===== src/rtl/sram_ctrl_pkg.sv =====
// rtl/sram_ctrl_pkg.sv - shared types and constants for the SRAM controller
package sram_ctrl_pkg;

  typedef enum logic [1:0] {IDLE, SETUP, ACCESS, FINISH} state_t;

  typedef enum logic {REQ_A, REQ_B} req_id_t;

  localparam int WAIT_W = 4;

endpackage


===== src/rtl/sram_rr_arb.sv =====
// rtl/sram_rr_arb.sv - two-way round-robin arbiter; grants only while enabled
module sram_rr_arb
  import sram_ctrl_pkg::*;
(
  input  logic       clk,
  input  logic       reset_n,
  input  logic [1:0] req,
  input  logic       enable,
  output logic [1:0] gnt,
  output req_id_t    winner
);

  req_id_t last_served;

  // req[0] is port A, req[1] is port B; on a tie the port not served last wins
  always_comb begin
    gnt    = 2'b00;
    winner = REQ_A;
    if (enable) begin
      if (req[0] && (!req[1] || last_served == REQ_B)) begin
        gnt    = 2'b01;
        winner = REQ_A;
      end else if (req[1]) begin
        gnt    = 2'b10;
        winner = REQ_B;
      end
    end
  end

  always_ff @(posedge clk or negedge reset_n) begin
    if (!reset_n) begin
      last_served <= REQ_B;
    end else if (|gnt) begin
      last_served <= winner;
    end
  end

endmodule


===== src/rtl/sram_ctrl.sv =====
// rtl/sram_ctrl.sv - two-port asynchronous SRAM sequencer with wait states
module sram_ctrl
  import sram_ctrl_pkg::*;
#(
  parameter int ADDR_WIDTH  = 16,
  parameter int DATA_WIDTH  = 16,
  parameter int WAIT_CYCLES = 2
) (
  input  logic                  clk,
  input  logic                  reset_n,
  input  logic                  a_req,
  input  logic                  a_we,
  input  logic [ADDR_WIDTH-1:0] a_adr,
  input  logic [DATA_WIDTH-1:0] a_wdata,
  output logic                  a_gnt,
  output logic                  a_done,
  output logic [DATA_WIDTH-1:0] a_rdata,
  input  logic                  b_req,
  input  logic                  b_we,
  input  logic [ADDR_WIDTH-1:0] b_adr,
  input  logic [DATA_WIDTH-1:0] b_wdata,
  output logic                  b_gnt,
  output logic                  b_done,
  output logic [DATA_WIDTH-1:0] b_rdata,
  output logic                  sram_ce_n,
  output logic                  sram_oe_n,
  output logic                  sram_we_n,
  output logic [ADDR_WIDTH-1:0] sram_adr,
  output logic [DATA_WIDTH-1:0] sram_dq_out,
  output logic                  sram_dq_oe,
  input  logic [DATA_WIDTH-1:0] sram_dq_in
);

  if (WAIT_CYCLES < 1 || WAIT_CYCLES > 15) begin : g_bad_wait
    $error("sram_ctrl: WAIT_CYCLES must be within 1..15");
  end

  state_t                  state, next_state;
  logic [WAIT_W-1:0]       cnt;
  logic                    we_q;
  req_id_t                 owner_q;
  logic [1:0]              arb_gnt;
  req_id_t                 arb_winner;
  logic                    arb_en;
  logic                    take;
  logic                    win_we;
  logic [ADDR_WIDTH-1:0]   win_adr;
  logic [DATA_WIDTH-1:0]   win_wdata;
  logic                    cur_we;
  logic                    last_access;
  logic                    ce_n_d, oe_n_d, we_n_d, dq_oe_d;

  assign arb_en = (state == IDLE);

  sram_rr_arb u_arb (
    .clk     (clk),
    .reset_n (reset_n),
    .req     ({b_req, a_req}),
    .enable  (arb_en),
    .gnt     (arb_gnt),
    .winner  (arb_winner)
  );

  assign a_gnt       = arb_gnt[0];
  assign b_gnt       = arb_gnt[1];
  assign take        = |arb_gnt;
  assign win_we      = (arb_winner == REQ_A) ? a_we    : b_we;
  assign win_adr     = (arb_winner == REQ_A) ? a_adr   : b_adr;
  assign win_wdata   = (arb_winner == REQ_A) ? a_wdata : b_wdata;
  assign cur_we      = take ? win_we : we_q;
  assign last_access = (state == ACCESS) && (cnt == '0);

  always_comb begin
    next_state = state;
    case (state)
      IDLE:    if (take) next_state = SETUP;
      SETUP:   next_state = ACCESS;
      ACCESS:  if (cnt == '0) next_state = FINISH;
      FINISH:  next_state = IDLE;
      default: next_state = IDLE;
    endcase
  end

  // Strobes are registered, so they are decoded from the state being entered
  always_comb begin
    ce_n_d  = 1'b1;
    oe_n_d  = 1'b1;
    we_n_d  = 1'b1;
    dq_oe_d = 1'b0;
    case (next_state)
      SETUP: begin
        ce_n_d  = 1'b0;
        oe_n_d  = cur_we;
        dq_oe_d = cur_we;
      end
      ACCESS: begin
        ce_n_d  = 1'b0;
        oe_n_d  = cur_we;
        we_n_d  = !cur_we;
        dq_oe_d = cur_we;
      end
      FINISH:  dq_oe_d = cur_we;
      default: ;
    endcase
  end

  always_ff @(posedge clk or negedge reset_n) begin
    if (!reset_n) begin
      state      <= IDLE;
      cnt        <= '0;
      we_q       <= 1'b0;
      owner_q    <= REQ_A;
      sram_ce_n  <= 1'b1;
      sram_oe_n  <= 1'b1;
      sram_we_n  <= 1'b1;
      sram_dq_oe <= 1'b0;
    end else begin
      state      <= next_state;
      sram_ce_n  <= ce_n_d;
      sram_oe_n  <= oe_n_d;
      sram_we_n  <= we_n_d;
      sram_dq_oe <= dq_oe_d;
      if (take) begin
        we_q    <= win_we;
        owner_q <= arb_winner;
      end
      if (state == SETUP) begin
        cnt <= WAIT_W'(WAIT_CYCLES - 1);
      end else if (state == ACCESS && cnt != '0) begin
        cnt <= cnt - 1'b1;
      end
    end
  end

  // Address and write data only move on a grant, long after we_n has risen
  always_ff @(posedge clk or negedge reset_n) begin
    if (!reset_n) begin
      sram_adr    <= '0;
      sram_dq_out <= '0;
    end else if (take) begin
      sram_adr <= win_adr;
      if (win_we) sram_dq_out <= win_wdata;
    end
  end

  always_ff @(posedge clk or negedge reset_n) begin
    if (!reset_n) begin
      a_done  <= 1'b0;
      b_done  <= 1'b0;
      a_rdata <= '0;
      b_rdata <= '0;
    end else begin
      a_done <= last_access && (owner_q == REQ_A);
      b_done <= last_access && (owner_q == REQ_B);
      if (last_access && !we_q) begin
        if (owner_q == REQ_A) a_rdata <= sram_dq_in;
        else                  b_rdata <= sram_dq_in;
      end
    end
  end

endmodule


===== config.mk =====
export PLATFORM = sky130hd
export DESIGN_NAME = sram_ctrl
export DESIGN_NICKNAME = d
export VERILOG_FILES = /design/src/rtl/sram_ctrl_pkg.sv /design/src/rtl/sram_rr_arb.sv /design/src/rtl/sram_ctrl.sv
export SDC_FILE = /design/constraint.sdc
export NUM_CORES = 1
export LEC_CHECK = 0
export ABC_AREA = 1
export CAP_MARGIN = 40
export CORE_ASPECT_RATIO = 0.75
export CORE_UTILIZATION = 38
export DETAILED_ROUTE_END_ITERATION = 12
export HOLD_SLACK_MARGIN = 0.15
export PLACE_DENSITY_LB_ADDON = 0.08
export SYNTH_ARGS = -nofsm -noshare
export SYNTH_HDL_FRONTEND = slang
export SYNTH_SLANG_ARGS = --single-unit

===== constraint.sdc =====
create_clock -name clk -period 1.81 [get_ports clk]
set_input_delay 0.362 -clock clk [delete_from_list [all_inputs] [get_ports clk]]
set_output_delay 0.362 -clock clk [all_outputs]
set_load 0.05 [all_outputs]

Yosys cells after proc, flatten, opt, wreduce, memory -nomap -nowiden. Cells that the tools add are included.

Input bits: 86. Logic and storage cells: 62. Output and inout bits: 72. Register bits: 79.

Bitwise operators: 1. Add/sub/neg operators: 1. Reductions and logical operators: 20. Equality and inequality tests: 6. Muxes and demuxes: 19.

Operator list (count): 16-bit 2-to-1 mux (2); 2-bit 2-to-1 mux (5); 1-bit 2-to-1 mux (9); 2-bit equality test (second input constant) (4); 4-bit 2-to-1 mux (2); 2-bit one-hot mux with 4 select lines (1); 1-bit logical AND (6); 2-bit AND reduction (3); 2-bit by 1-bit equality test with 1-bit output (second input constant) (2); 4-bit zero test (1); 4-bit nonzero test (1); 2-bit OR reduction (2); 4-bit by 1-bit subtractor with 4-bit output (second input constant) (1); 1-bit zero test (3); 3-bit OR reduction (1); 2-bit zero test (1); 2-bit nonzero test (1); 1-bit logical OR (1); 1-bit inverter (1).

Logic depth before layout (Yosys ltp). Gate-level depths: netlist (run 1).

Depth after elaboration: 11. Mapped depth: 11. Mapped depth without buffers: 9.

Cells and area by module. Synthesis (run 1) repeated with hierarchy kept, for this count alone.

Cells, all modules: 401. Area total of the unflattened synthesis: 3528.4 um^2.

Modules (own cells, without submodules): sram_ctrl (seq. area each 1955.6 um^2, area an instance 3443.3 um^2, cells each 387, instances 1); sram_rr_arb (seq. area each 26.3 um^2, area an instance 85.1 um^2, cells each 14, instances 1).

Worst setup path after synthesis (run 1). No wires, ideal clock.

Path kind: reg2out. Start: reg state[0]. End: out b_gnt. Cell stages (with the launch flop): 9. Required time: 1.448 ns. Arrival time: 1.373 ns. Path slack: 0.075 ns. Buffers on the path: 2. Path through: dfrtp_1 -> inv_1 -> ha_1 -> nand2_1 -> inv_4 -> nand2_2 -> buf_6 -> inv_4 -> buf_4.

Word-level cells in the longest chain between the ends: 2.

Ends and longest elaborated chain: start, declared (line sram_ctrl.sv:38) `state_t state, next_state;`; start signal, assigned (line sram_ctrl.sv:118) `state <= next_state;`; 2-bit zero test (line sram_ctrl.sv:53) `assign arb_en = (state == IDLE);`; 2-bit 2-to-1 mux (line sram_rr_arb.sv:19) `if (enable) begin`; end, declared (line sram_ctrl.sv:22) `output logic b_gnt,`.

Every way passes these cells.

Worst setup path after layout (run 1).
Start: reg u_arb.last_served. End: out b_gnt.

Word-level cells in the longest chain between the ends: 4.

Ends and longest elaborated chain: start, declared (line sram_rr_arb.sv:13) `req_id_t last_served;`; start signal, assigned (line sram_rr_arb.sv:34) `last_served <= winner;`; 1-bit logical OR (line sram_rr_arb.sv:20) `if (req[0] && (!req[1] || last_served == REQ_B)) begin`; 1-bit logical AND (line sram_rr_arb.sv:20); 2-bit 2-to-1 mux (line sram_rr_arb.sv:20); 2-bit 2-to-1 mux (line sram_rr_arb.sv:19).

Every way passes these cells.

==> out/metrics.cfg, run 1 <==
[layout]
seq_area_mm2=0.001982
area_delta_synth_final_pct=59.77
fillers=774
multi_input_area_mm2=0.001498
final_nets=705
drive_gt1_frac=0.2435
diodes=0

[critical_path]
r2r_slack_ps=120
crit_type=flip-flop to output port
required_ps=1450
end_kind=output port
reg2regPathDepth=8
path_buf_inv=4
cp_max_fo=3
r2r_start=state[0]
slowest_delay_ps=520
rr_endpoint=sram_oe_n
crit_chain=inv_2 -> nand2_2 -> buf_6 -> nand2_4 -> nand2_4 -> inv_4 -> buf_12
worstPathArrival_ps=1390
cp-start-kind=flip-flop
slowest_stage=dfstp_2
crit_top_cell=nand2_4
crit_family=flip-flops

[timing]
min_period_over_period=0.9707
timing.setup.tns_ps=0
relSlewSlack=0.6846
hold_viol_final=0
max_slew.worst_pin.slew_ps=473.1
min_period_ps=1757
fmax_ghz=0.5692
rsz0062_at_grt=true
drv_slew=0
clock_skew_ps=4.740
setup_viol=0

[floorplan]
start_util=0.3970
die_area_mm2=0.01001
die_h_um=86.89
coreArea_mm2=0.009196
io_pins=158
fp-row-count=30
fp.dieW_um=115.2

[power_and_ir_drop]
peakVddDrop_mv=0.8892
total_power_uw=11980
cellLeakagePower_uw=0.002864
powerDensity_mw_per_mm2=2054

[placed_design]
port_buffers=157
dp_hpwl_mm=7.545
place.gp.congestion=0.8106

[hold_path]
min_path_type=flip-flop to flip-flop
min_path_cells=2
worstHoldStart=a_rdata[12]
hold_end=a_rdata[12]

[grt]
track_usage=0.2156
grt_pass1_wl_mm=16.51
use_met2=0.3532
grt_pass1_vias=3489
overflow=0
grt_most_used_layer=met2
met3_usage=0.07098
antenna_found_initial=0
grt_max_degree=35
met1_usage=0.2733

[drt]
avgRoutedWirePerCell_um=13.65
vias=3492
drc_errors=0
ant_nets=0
first_iter_violations=170
dr.pass1.iters=5
vias_per_cell=4.694
drt_wl_total_mm=10.15

[synth]
syn_nets=523
synth_cell_types=26
synthCells=429
synth_area_mm2=0.003651
ys_ff_latch=79
synth_mux_area_frac=0
synthAdderAreaFrac=0.02742
synth_warnings=0
synth-xor-area-share=0
synth_simple_gate_area_frac=0.3132
synth_top_family_by_area=simple AND/OR/NAND/NOR gates
synth_compound_area_frac=0.06169
avgSynthCellArea_um2=8.510
yosysSeqAreaShare=0.5428

[clock_network]
cts_tree=done
cts_sinks=79
numCtsBuffers=9
cts_buffer_depth=2
clk_pin_slew_ps=60
root_buffer=clkbuf_16
worstSkewPairLatency_ps=330
h-tree-depth=3

[flow_run]
max-cap-violations=0

[run_status]
status=finished clean

==> layout by cell type, fill, tap and decap left out, types with 3 or more instances in the layout <==
master | netlist | layout
o21ai_0 | 39 | 33
nor2_4 | 3 | 3
inv_1 | 14 | 10
inv_2 | 4 | 7
buf_12 | 0 | 9
nand3_1 | 58 | 58
dfrtp_1 | 75 | 75
o21ai_1 | 0 | 6
buf_4 | 3 | 93
dfstp_2 | 4 | 4
nor2_1 | 7 | 7
clkdlybuf4s50_1 | 0 | 83
clkbuf_16 | 0 | 9
ha_1 | 8 | 7
buf_6 | 4 | 3
bufinv_16 | 0 | 3
nand2_1 | 182 | 181
==> repair_timing <==
item | 4_1_cts | 5_1_grt
gates resized for setup | 9 | 13
hold endpoints to repair | 28 | 0
endpoints found under the setup margin | 2 | 28
buffers inserted | 4 | 5
hold buffers | 1 | 0
pin swaps | 2 | 6
==> final cells by class <==
cell class | count | area share
Tap cell | 128 | 0.02746
Sequential cell | 79 | 0.3398
Clock inverter | 6 | 0.01845
Multi-Input combinational cell | 311 | 0.2568
Inverter | 20 | 0.01459
Clock buffer | 10 | 0.04097
Timing Repair Buffer | 190 | 0.3020
==> metal layers <==
metal  routed length (µm)  vias to the layer above  part of all wire
met2                 4813                      106              0.47
met5                    0                        -                 0
met4                   73                        0            0.0072
li1                     -                     1741                 -
met1                 4525                     1640              0.45
met3                  741                        5             0.073
==> cell usage after synthesis (all sizes together) <==
master / number / share of area
ha: 8 / 0.027
nand2: 186 / 0.20
nand3b: 1 / 0.0021
dfrtp: 75 / 0.51
inv: 20 / 0.022
a21oi: 2 / 0.0038
nor2b: 1 / 0.0017
dfstp: 4 / 0.029
nand3: 62 / 0.095
nand4: 1 / 0.0017
nor2: 10 / 0.016
buf: 14 / 0.028
o21ai: 40 / 0.058
clkbuf: 5 / 0.0051
==> how the worst max path moves through the flow <==
stage	from	endpoint	slack (ps)	depth (start not counted)
floorplan	state[0]	b_gnt	80	8
global placement	b_req	sram_oe_n	-50	9
detailed placement	b_req	sram_oe_n	-120	9
CTS	state[1]	b_gnt	-6	8
global route	u_arb.last_served	b_gnt	-9	7
finish	u_arb.last_served	b_gnt	50	7
==> through the flow <==
| step | hold WS (ps) | utilization | worst slack [ps] | instances | cell area (µm²) |
|---|---|---|---|---|---|
| after floorplan | 66.41 | - | 75.16 | 429 | 3651 |
| after global placement | 351.1 | 0.5829 | -54.62 | 719 | 5360 |
| after detailed placement | 353.8 | 0.5829 | -119.9 | 719 | 5360 |
| after CTS | 487.1 | 0.6276 | -5.807 | 740 | 5772 |
| after global routing | 504.7 | 0.6343 | -9.370 | 744 | 5833 |
| final | 480.8 | 0.6343 | 53.09 | 744 | 5833 |
==> flip-flops by register name (all words and copies together) (netlist names) <==
name               flops
a_done                 1
state                  2
sram_ce_n              1
sram_we_n              1
we_q                   1
sram_dq_out           16
b_rdata               16
u_arb.last_served      1
b_done                 1
sram_dq_oe             1
sram_oe_n              1
a_rdata               16
owner_q                1
cnt                    4
sram_adr              16
==> power breakdown <==
part	internal [µW]	total, µW	switching [µW]
registers	2650	3090	441
clock network	1380	2090	708
logic	2180	6800	4630
total	6210	12000	5770
==> tightest hold or removal path, stage by stage (launching register included) <==
cell and delay (ps):
dfrtp_1 340, o21ai_1 60, nand2_1 50
==> cells by family (layout without fill, tap and decap cells) <==
logic type	after synthesis	in the layout
adders and majority gates	8	8
buffers and inverters	39	226
DFF	79	79
AOI/OAI and AO/OA	42	42
and+or+nand+nor	261	261
Power figures use the tool's default switching activity.
==> run 2, diff against run 1 <==
--- a/config.mk
+++ b/config.mk
@@ -5,13 +5,13 @@
 export SDC_FILE = /design/constraint.sdc
 export NUM_CORES = 1
 export LEC_CHECK = 0
-export ABC_AREA = 1
 export CAP_MARGIN = 40
 export CORE_ASPECT_RATIO = 0.75
 export CORE_UTILIZATION = 38
 export DETAILED_ROUTE_END_ITERATION = 12
 export HOLD_SLACK_MARGIN = 0.15
 export PLACE_DENSITY_LB_ADDON = 0.08
+export REMOVE_ABC_BUFFERS = 1
 export SYNTH_ARGS = -nofsm -noshare
 export SYNTH_HDL_FRONTEND = slang
 export SYNTH_SLANG_ARGS = --single-unit
==> out/metrics.cfg, run 2 <==
[clock_network]
h-tree-depth=3  ; unchanged
worstSkewPairLatency_ps=330  ; about the same
cts_buffer_depth=2  ; unchanged
cts_tree=done
cts_sinks=79  ; unchanged
root_buffer=clkbuf_16
clk_pin_slew_ps=60  ; about the same
numCtsBuffers=9  ; unchanged

[placed_design]
dp_hpwl_mm=6.137  ; -19%
dp.cells=528  ; -27%
port_buffers=157  ; unchanged
placed_area_mm2=0.005147  ; -4.0%
post-place-ws_ps=-220.5  ; -100.6 ps
place.gp.congestion=0.7304  ; -9.9%

[timing]
setup_viol=0  ; unchanged
min_period_ps=1773  ; +15.79 ps
setup_slack_ps=37.30  ; -15.79 ps
drv_slew=0  ; unchanged
min_period_over_period=0.9794  ; +0.008722
fmax_ghz=0.5641  ; -0.89%
max_slew.worst_pin.slew_ps=484.4  ; +11.21 ps
hold_viol_final=0  ; unchanged
relSlewSlack=0.6771  ; -0.007474
clock_skew_ps=6.013  ; +1.272 ps
rsz0062_at_grt=true

[synth]
synth_top_cell_by_area=dfrtp_1
synth_area_leaders=dfrtp_1 54%, mux2_2 12%, mux2_1 5.2%, mux2_4 4.3%, nand2_1 4.1%
avgSynthCellArea_um2=13.55  ; +59%
synth_enable_flop_cells=0  ; unchanged
synth_top_area_share=0.5390  ; +0.02494
netlist_top_cells_count=75 x dfrtp_1, 38 x mux2_2, 38 x nand2_1, 16 x a22oi_1, 16 x mux2_1
synth-async-reset-ratio=1.000  ; unchanged
synthCells=257  ; -40%
synth_warnings=0  ; unchanged
synth_top_flop_cell=dfrtp_1
synth_area_mm2=0.003482  ; -4.6%
synth_cell_types=40  ; +54%
yosysSeqAreaShare=0.5692  ; +0.02633
yosys.cell_count.top_type=dfrtp_1
ys_ff_latch=79  ; unchanged

[grt]
grt_pass1_vias=2710  ; -22%
track_usage=0.1784  ; -0.03721
overflow=0  ; unchanged
antenna_found_initial=0  ; unchanged
grt_max_degree=34  ; -2.9%
grt_pass1_wl_mm=13.12  ; -21%

[critical_path]
worstPathArrival_ps=1990  ; +600 ps
cp_max_fo=8  ; +5
crit_path_start=cnt[1]
required_ps=2020  ; +570 ps
end_kind=flip-flop
cp-endpoint=b_rdata[8]
reg2regPathDepth=7  ; -1
r2r_slack_ps=40  ; -80 ps
rr_endpoint=b_rdata[8]
crit_type=flip-flop to flip-flop
r2r_start=cnt[1]
cp-start-kind=flip-flop

[drt]
dr.pass1.iters=4  ; -1
vias=2609  ; -25%
ant_nets=0  ; unchanged
first_iter_violations=68  ; -60%
vias_per_cell=4.761  ; +1.4%
drc_errors=0  ; unchanged
avgRoutedWirePerCell_um=14.97  ; +9.7%
drt_wl_total_mm=8.205  ; -19%

[run_status]
status=finished clean

[floorplan]
start_util=0.4015  ; +0.004523
die_h_um=84.90  ; -2.3%
die_area_mm2=0.009554  ; -4.5%
io_pins=158  ; unchanged
coreArea_mm2=0.008672  ; -5.7%
fp-row-count=29  ; -3.3%
fp.dieW_um=112.5  ; -2.3%

[layout]
stdcell_count=548  ; -26%
drive_gt1_frac=0.4114  ; +0.1679
final_area_mm2=0.005590  ; -4.2%
diodes=0  ; unchanged
seq_area_mm2=0.001982  ; unchanged
fillers=682  ; -12%
layout_common_cells=85 x buf_4, 84 x clkdlybuf4s50_1, 75 x dfrtp_1
final_nets=529  ; -25%
postLayoutCoreUtil=0.6446  ; +0.01035
final_common_cell=buf_4
multi_input_area_mm2=0.001459  ; -2.6%
area_delta_synth_final_pct=60.55

[power_and_ir_drop]
peakVddDrop_mv=1.093  ; +23%
powerDensity_mw_per_mm2=2115  ; +2.9%
cellLeakagePower_uw=0.002616  ; -8.7%

[hold_path]
min_path_type=flip-flop to flip-flop

[flow_run]
max-cap-violations=0  ; unchanged

[run 2: cell families after synthesis]
kind of cell	count (synthesis)	synth area share
AO/OA/AOI/OAI	27	0.05606
buffers and inverters	18	0.02982
adder cells (fa/ha/maj)	8	0.02875
multiplexers	64	0.2177
AND/OR/NAND/NOR	59	0.09343
flip-flops	79	0.5692
XOR/XNOR	2	0.005031
[run 2: how the worst min path moves through the flow]
stage	start	to	depth (start not counted)
final	u_arb.last_served	u_arb.last_served	2
after global placement	reset_n	sram_adr[15]	1
after detailed placement	reset_n	sram_adr[15]	1
after global routing	u_arb.last_served	u_arb.last_served	2
after CTS	u_arb.last_served	u_arb.last_served	2
after floorplan	reset_n	a_done	0
[run 2: layout make-up]
type / count / area share
Clock buffer: 10 / 0.04275
Clock inverter: 6 / 0.01925
Inverter: 6 / 0.004924
Multi-Input combinational cell: 161 / 0.2610
Sequential cell: 79 / 0.3545
Tap cell: 108 / 0.02417
Timing Repair Buffer: 178 / 0.2934
[run 2: timing repair]
action | 4_1_cts | 5_1_grt
hold buffers | 1 | 0
buffers inserted | 0 | 3
gates resized for setup | 5 | 11
gates cloned | 0 | 1
pin swaps | 1 | 2
hold endpoints to repair | 26 | 0
setup endpoints to repair | 3 | 45
[run 2: metal layers]
layer | track usage | wire (µm) | up-vias
met4 | 0.05455 | 87 | 0
li1 | - | - | 1256
met2 | 0.2902 | 3959 | 73
met5 | 0 | 0 | -
met1 | 0.2282 | 3695 | 1273
met3 | 0.05786 | 464 | 7
[run 2: critical path: stages, from the launching register on]
cell and delay (ps):
dfrtp_1 370, inv_1 80, ha_2 170, buf_4 120, nand4bb_4 150, nor2_4 260
nand2_4 160, mux2_4 340
[run 2: report_power, final]
part           total, µW  switching (µW)  internal [µW]
Clock               2060             678           1380
Sequential          3200             538           2660
Combinational       6570            4100           2470
[run 2: stage by stage]
stage	hold WS, ps	total power [µW]	setup TNS (ps)
global route	498.8	12420	-197.1
detailed placement	303.6	9632	-3537
global placement	300.6	9568	-2571
finish	481.2	11820	0
CTS	477.5	11770	0
floorplan	66.41	7412	-12440
==> run 3, diff against run 2 <==
--- a/config.mk
+++ b/config.mk
@@ -9,6 +9,7 @@
 export CORE_ASPECT_RATIO = 0.75
 export CORE_UTILIZATION = 38
 export DETAILED_ROUTE_END_ITERATION = 12
+export GPL_TIMING_DRIVEN = 0
 export HOLD_SLACK_MARGIN = 0.15
 export PLACE_DENSITY_LB_ADDON = 0.08
 export REMOVE_ABC_BUFFERS = 1
==> out/metrics.cfg, run 3 (synthesis results as in run 2) <==
[layout]
final_area_mm2=0.005627  ; +0.65%
drive_gt1_frac=0.2534  ; -0.1579
final_common_cell=clkdlybuf4s50_1
stdcell_count=546  ; -0.36%
layout_common_cells=83 x clkdlybuf4s50_1, 75 x dfrtp_1, 70 x dlygate4sd2_1
area_delta_synth_final_pct=61.59
postLayoutCoreUtil=0.6488  ; +0.004184
final_nets=527  ; -0.38%
diodes=0  ; unchanged

[floorplan]
fp.dieW_um=112.5  ; unchanged
coreArea_mm2=0.008672  ; unchanged
start_util=0.4015  ; unchanged
die_h_um=84.90  ; unchanged
die_area_mm2=0.009554  ; unchanged
io_pins=158  ; unchanged
fp-row-count=29  ; unchanged

[drt]
first_iter_violations=53  ; -22%
ant_nets=0  ; unchanged
drt_wl_total_mm=8.674  ; +5.7%
dr.pass1.iters=4  ; unchanged
vias=2631  ; +0.84%
avgRoutedWirePerCell_um=15.89  ; +6.1%
drc_errors=0  ; unchanged
vias_per_cell=4.819  ; +1.2%

[power_and_ir_drop]
p_comb_frac=0.560  ; +0.004
peakVddDrop_mv=0.9486  ; -13%
p_int_uw=6072  ; -6.7%
total_power_uw=11400  ; -3.5%
p_sw_uw=5331  ; +0.35%
p_clk_frac=0.166  ; -0.008
powerDensity_mw_per_mm2=2027  ; -4.2%
cellLeakagePower_uw=0.002671  ; +2.1%
pwr-share-seq=0.274  ; +0.004
p_sw_frac=0.4675  ; +0.01811

[critical_path]
cp_max_fo=5  ; -3
cp-start-kind=flip-flop
worstPathArrival_ps=1420  ; -570 ps
r2r_slack_ps=40  ; about the same
required_ps=1450  ; -570 ps
end_kind=output port
crit_type=flip-flop to output port

[placed_design]
placed_area_mm2=0.005166  ; +0.36%
dp.cells=513  ; -2.8%
port_buffers=157  ; unchanged
dp_hpwl_mm=6.001  ; -2.2%
place.gp.congestion=0.7289  ; -0.21%

[grt]
grt_pass1_vias=2935  ; +8.3%
overflow=0  ; unchanged
grt_max_degree=62  ; +82%
track_usage=0.1966  ; +0.01827
grt_pass1_wl_mm=14.41  ; +9.8%
antenna_found_initial=0  ; unchanged

[clock_network]
h-tree-depth=3  ; unchanged
clk_pin_slew_ps=60  ; about the same
cts_buffer_depth=2  ; unchanged
cts_sinks=79  ; unchanged
cts_tree=done
numCtsBuffers=9  ; unchanged
root_buffer=clkbuf_16
worstSkewPairLatency_ps=330  ; about the same

[flow_run]
max-cap-violations=0  ; unchanged

[timing]
min_period_ps=1784  ; +11.13 ps
relSlewSlack=0.6411  ; -0.03601
max_slew.worst_pin.slew_ps=540.5  ; +56.16 ps
fmax_ghz=0.5606  ; -0.62%
hold_viol_final=0  ; unchanged
drv_slew=0  ; unchanged
clock_skew_ps=3.384  ; -2.628 ps
rsz0062_at_grt=true
min_period_over_period=0.9855  ; +0.006149
setup_viol=0  ; unchanged

[hold_path]
min_path_type=input port to asynchronous set/reset pin

[run_status]
status=finished clean

run 3: changes by cell type in the layout (fill, tap and decap cells not counted), moves of 2 or more:
cell / before / now
dlygate4sd2_1: 0 / 70
buf_12: 7 / 2
buf_8: 0 / 4
buf_4: 85 / 15
clkinv_2: 2 / 4
run 3: repair_timing:
item | in CTS | in global routing
hold buffers | 1 | 0
endpoints found under the hold margin | 18 | 0
setup endpoints to repair | 141 | 31
setup buffers | 15 | 1
pin swaps | 4 | 6
resized for setup | 101 | 7
cloned | 0 | 0
run 3: power groups by stage:
stage | logic (µW) | registers [µW] | clock network, µW
floorplan | 1650 | 5770 | 0
global placement | 6390 | 3130 | 0
detailed placement | 6540 | 3150 | 0
CTS | 6340 | 3130 | 1950
global route | 6710 | 3240 | 2020
finish | 6380 | 3120 | 1900
run 3: cell type report:
| type | count | area, µm² |
|---|---|---|
| Timing Repair Buffer | 177 | 1707 |
| Sequential cell | 79 | 1982 |
| Clock buffer | 9 | 225.2 |
| Inverter | 6 | 30.03 |
| Tap cell | 108 | 135.1 |
| Fill cell | 735 | 3045 |
| Clock inverter | 7 | 87.58 |
| Multi-Input combinational cell | 160 | 1460 |
run 3: path summary, 6_finish.rpt:
| check | start | to | depth (start not counted) |
|---|---|---|---|
| min in group clk | u_arb.last_served | u_arb.last_served | 2 |
| worst max-delay path | state[1] | b_gnt | 5 |
| worst max register to register | state[0] | sram_oe_n | 8 |
| worst min register to register | u_arb.last_served | u_arb.last_served | 2 |
| max in group asynchronous | reset_n | sram_ce_n | 3 |
| worst min-delay path | reset_n | sram_dq_out[0] | 2 |
run 3: layer usage:
layer	global-route usage	up-vias	part of all wire
met1	0.2241	1292	0.41
met5	0	-	0
met4	0.06667	0	0.0098
li1	-	1250	-
met3	0.07286	9	0.072
met2	0.3433	80	0.51
run 3: critical path, cell delays in order, from the launching register on:
cell and delay [ps]:
dfrtp_1 410, inv_2 110, ha_4 180, nand3_4 120, inv_8 110, buf_8 140
run 3: stage by stage:
stage	hold slack, ps	setup TNS [ps]	worst slack [ps]
final	446.6	0	26.17
after CTS	445.6	0	12.30
after floorplan	66.41	-12440	-591.5
after detailed placement	259.6	-29510	-1100
after global routing	472.0	-107.1	-42.96
after global placement	462.2	-252360	-2463
==> variant (flow settings as in run 3) <==
`WAIT_W`: 4 -> 6.
--- a/src/rtl/sram_ctrl_pkg.sv
+++ b/src/rtl/sram_ctrl_pkg.sv
@@ -5,7 +5,7 @@
 
   typedef enum logic {REQ_A, REQ_B} req_id_t;
 
-  localparam int WAIT_W = 4;
+  localparam int WAIT_W = 6;
 
 endpackage
 
Check against the original RTL: same outputs for any inputs over 10 cycles, from zero or initial values and one cycle with reset_n low; that may be too few to reach the edited logic, so the function may still have changed.
==> variant against run 3 <==
  * The run now ends with negative setup slack left
  * Utilization rose by 0.70 points
  * Cell area rose by 5.0%
  * Non-clock buffer count rose by 14
  * Routed wire length rose by 7.0%
  * Critical path depth rose by 2
  * Sequential cell count rose by 2
  * Largest power group unchanged
  * Worst setup slack got worse by 0.40 ns
  * Hold slack improved by 0.051 ns
  * Count of clock-buffer cells in the layout rose by 6
  * Synthesized area rose by 1.0%
  * Total power rose by 2.9%
  * Critical path type is now reg2reg
==> variant: results (changes against run 3) <==
Status
  • Status: finished, violations left
  • Failing checks: negative setup slack

Global route
  • Antenna violations before repair: 1 (+1)
  • First-pass GRT wire length: 14200 µm (-1.6%)
  • Gr usage total: 19.4% (-0.25 points)
  • Pin count of the biggest net entering global routing: 53 (-15%)
  • Vias in the first global route: 2834 (-3.4%)

Place
  • Post-DP HPWL: 5970 µm (-0.57%)
  • Routability Congestion: 0.708 (-2.9%)
  • Dpl cell area: 0.00525 mm² (+1.6%)

Worst setup path
  • Worst EP arrival: 2.41 ns (+0.99 ns)

Timing
  • Final worst slack: -0.371 ns (-0.397 ns)
  • Final setup violation count: 39 (+39)
  • Max-Slew Margin vs Limit: 63.3% (-0.81 points)
  • Max Clock Skew: 0.00999 ns (+0.00661 ns)

Synthesis
  • Synth cell count leaders: dfrtp_1, mux2_2, nand2_1
  • Sequential share of the synthesized area: 57.8% (+0.84 points)
  • Distinct cell type count after synthesis: 38 (-5.0%)
  • Largest cells by area after synthesis: dfrtp_1, mux2_2, nand2_1

Pwr
  • Peak supply drop: 1.12 mV (+18%)
  • Lkg Pwr: 2.80 nW (+5.0%)

Detailed routing
  • WL met3: 936 µm (+50%)
  • Via/cell ratio: 4.81 (-0.20%)
  • Drt initial violations: 102 (+92%)
  • DRT met1 WL: 4100 µm (+15%)
  • Wire per inst: 16.0 µm (+0.56%)
  • Routed wl met2: 4090 µm (-6.8%)

Layout
  • Layout Nets: 556 (+5.5%)
  • Fill cell count: 711 (-3.3%)
  • Share of cells above drive strength 1: 28.8% (+3.5 points)
==> variant: routing by layer <==
metal	global-route usage, %	up-vias
met5	0	-
met4	5.98	0
met3	10.9	11
met2	29.8	99
met1	23.2	1351
li1	-	1333
==> variant: logic make-up after synthesis <==
| kind of cell | share of synthesized area [%] |
|---|---|
| XOR/XNOR | 0.498 |
| AO/OA/AOI/OAI | 5.80 |
| buffers and inverters | 3.06 |
| AND/OR/NAND/NOR | 8.57 |
| flip-flops | 57.8 |
| multiplexers | 21.8 |
| adder cells (fa/ha/maj) | 2.49 |
==> variant: through the flow <==
| step | TNS (ns) | instances | worst slack, ns | power [W] | util (%) |
|---|---|---|---|---|---|
| CTS | -10.46 | 563 | -0.338 | 0.0114 | 63.0 |
| global route | -14.31 | 581 | -0.416 | 0.0123 | 65.6 |
| global placement | -279.92 | 530 | -2.68 | 0.00976 | 57.3 |
| finish | -11.79 | 581 | -0.371 | 0.0117 | 65.6 |
| detailed placement | -39.46 | 535 | -1.04 | 0.00990 | 58.2 |
| floorplan | -29.59 | 261 | -0.594 | 0.00759 | - |
==> variant: power breakdown <==
part	leakage, nW	switching [W]	internal (W)
registers	0.983	0.000461	0.00273
logic	1.69	0.00432	0.00257
clock network	0.128	0.000689	0.000967
total	2.80	0.00547	0.00626
==> variant: final cells by class <==
class	count	area share, %
clock buffer	15	4.36
sequential	81	34.4
timing repair buffer	191	31.7
antenna	1	0.0424
clock inverter	1	0.0847
multi-input combinational	170	26.3
tap	112	2.37
inverter	10	0.720
==> variant: critical path, cell delays in order, from the launching register on <==
cell	delay (ns)
dfrtp_1	0.39
inv_2	0.12
ha_4	0.17
nand2_1	0.08
or3_4	0.41
or3_4	0.41
clkbuf_16	0.19
mux2_4	0.29
==> variant: what timing repair did <==
item | 4_1_cts | 5_1_grt
pin swaps | 3 | 2
cloned | 1 | 2
endpoints found under the setup margin | 141 | 54
buffers inserted | 10 | 15
hold buffers | 1 | 0
resized for setup | 124 | 18
hold endpoints to repair | 26 | 0
==> variant: path summary, 6_finish.rpt <==
path / slack (ns) / cells past startpoint / end / start
worst max-delay path: -0.37 / 7 / a_rdata[14] / state[0]
worst min-delay path: 0.50 / 2 / cnt[0] / reset_n
worst max register to register: -0.37 / 7 / a_rdata[14] / state[0]
worst min register to register: 0.50 / 1 / a_rdata[6] / a_rdata[6]
max in group asynchronous: 0.66 / 3 / u_arb.last_served / reset_n
min in group clk: 0.50 / 1 / a_rdata[6] / a_rdata[6]
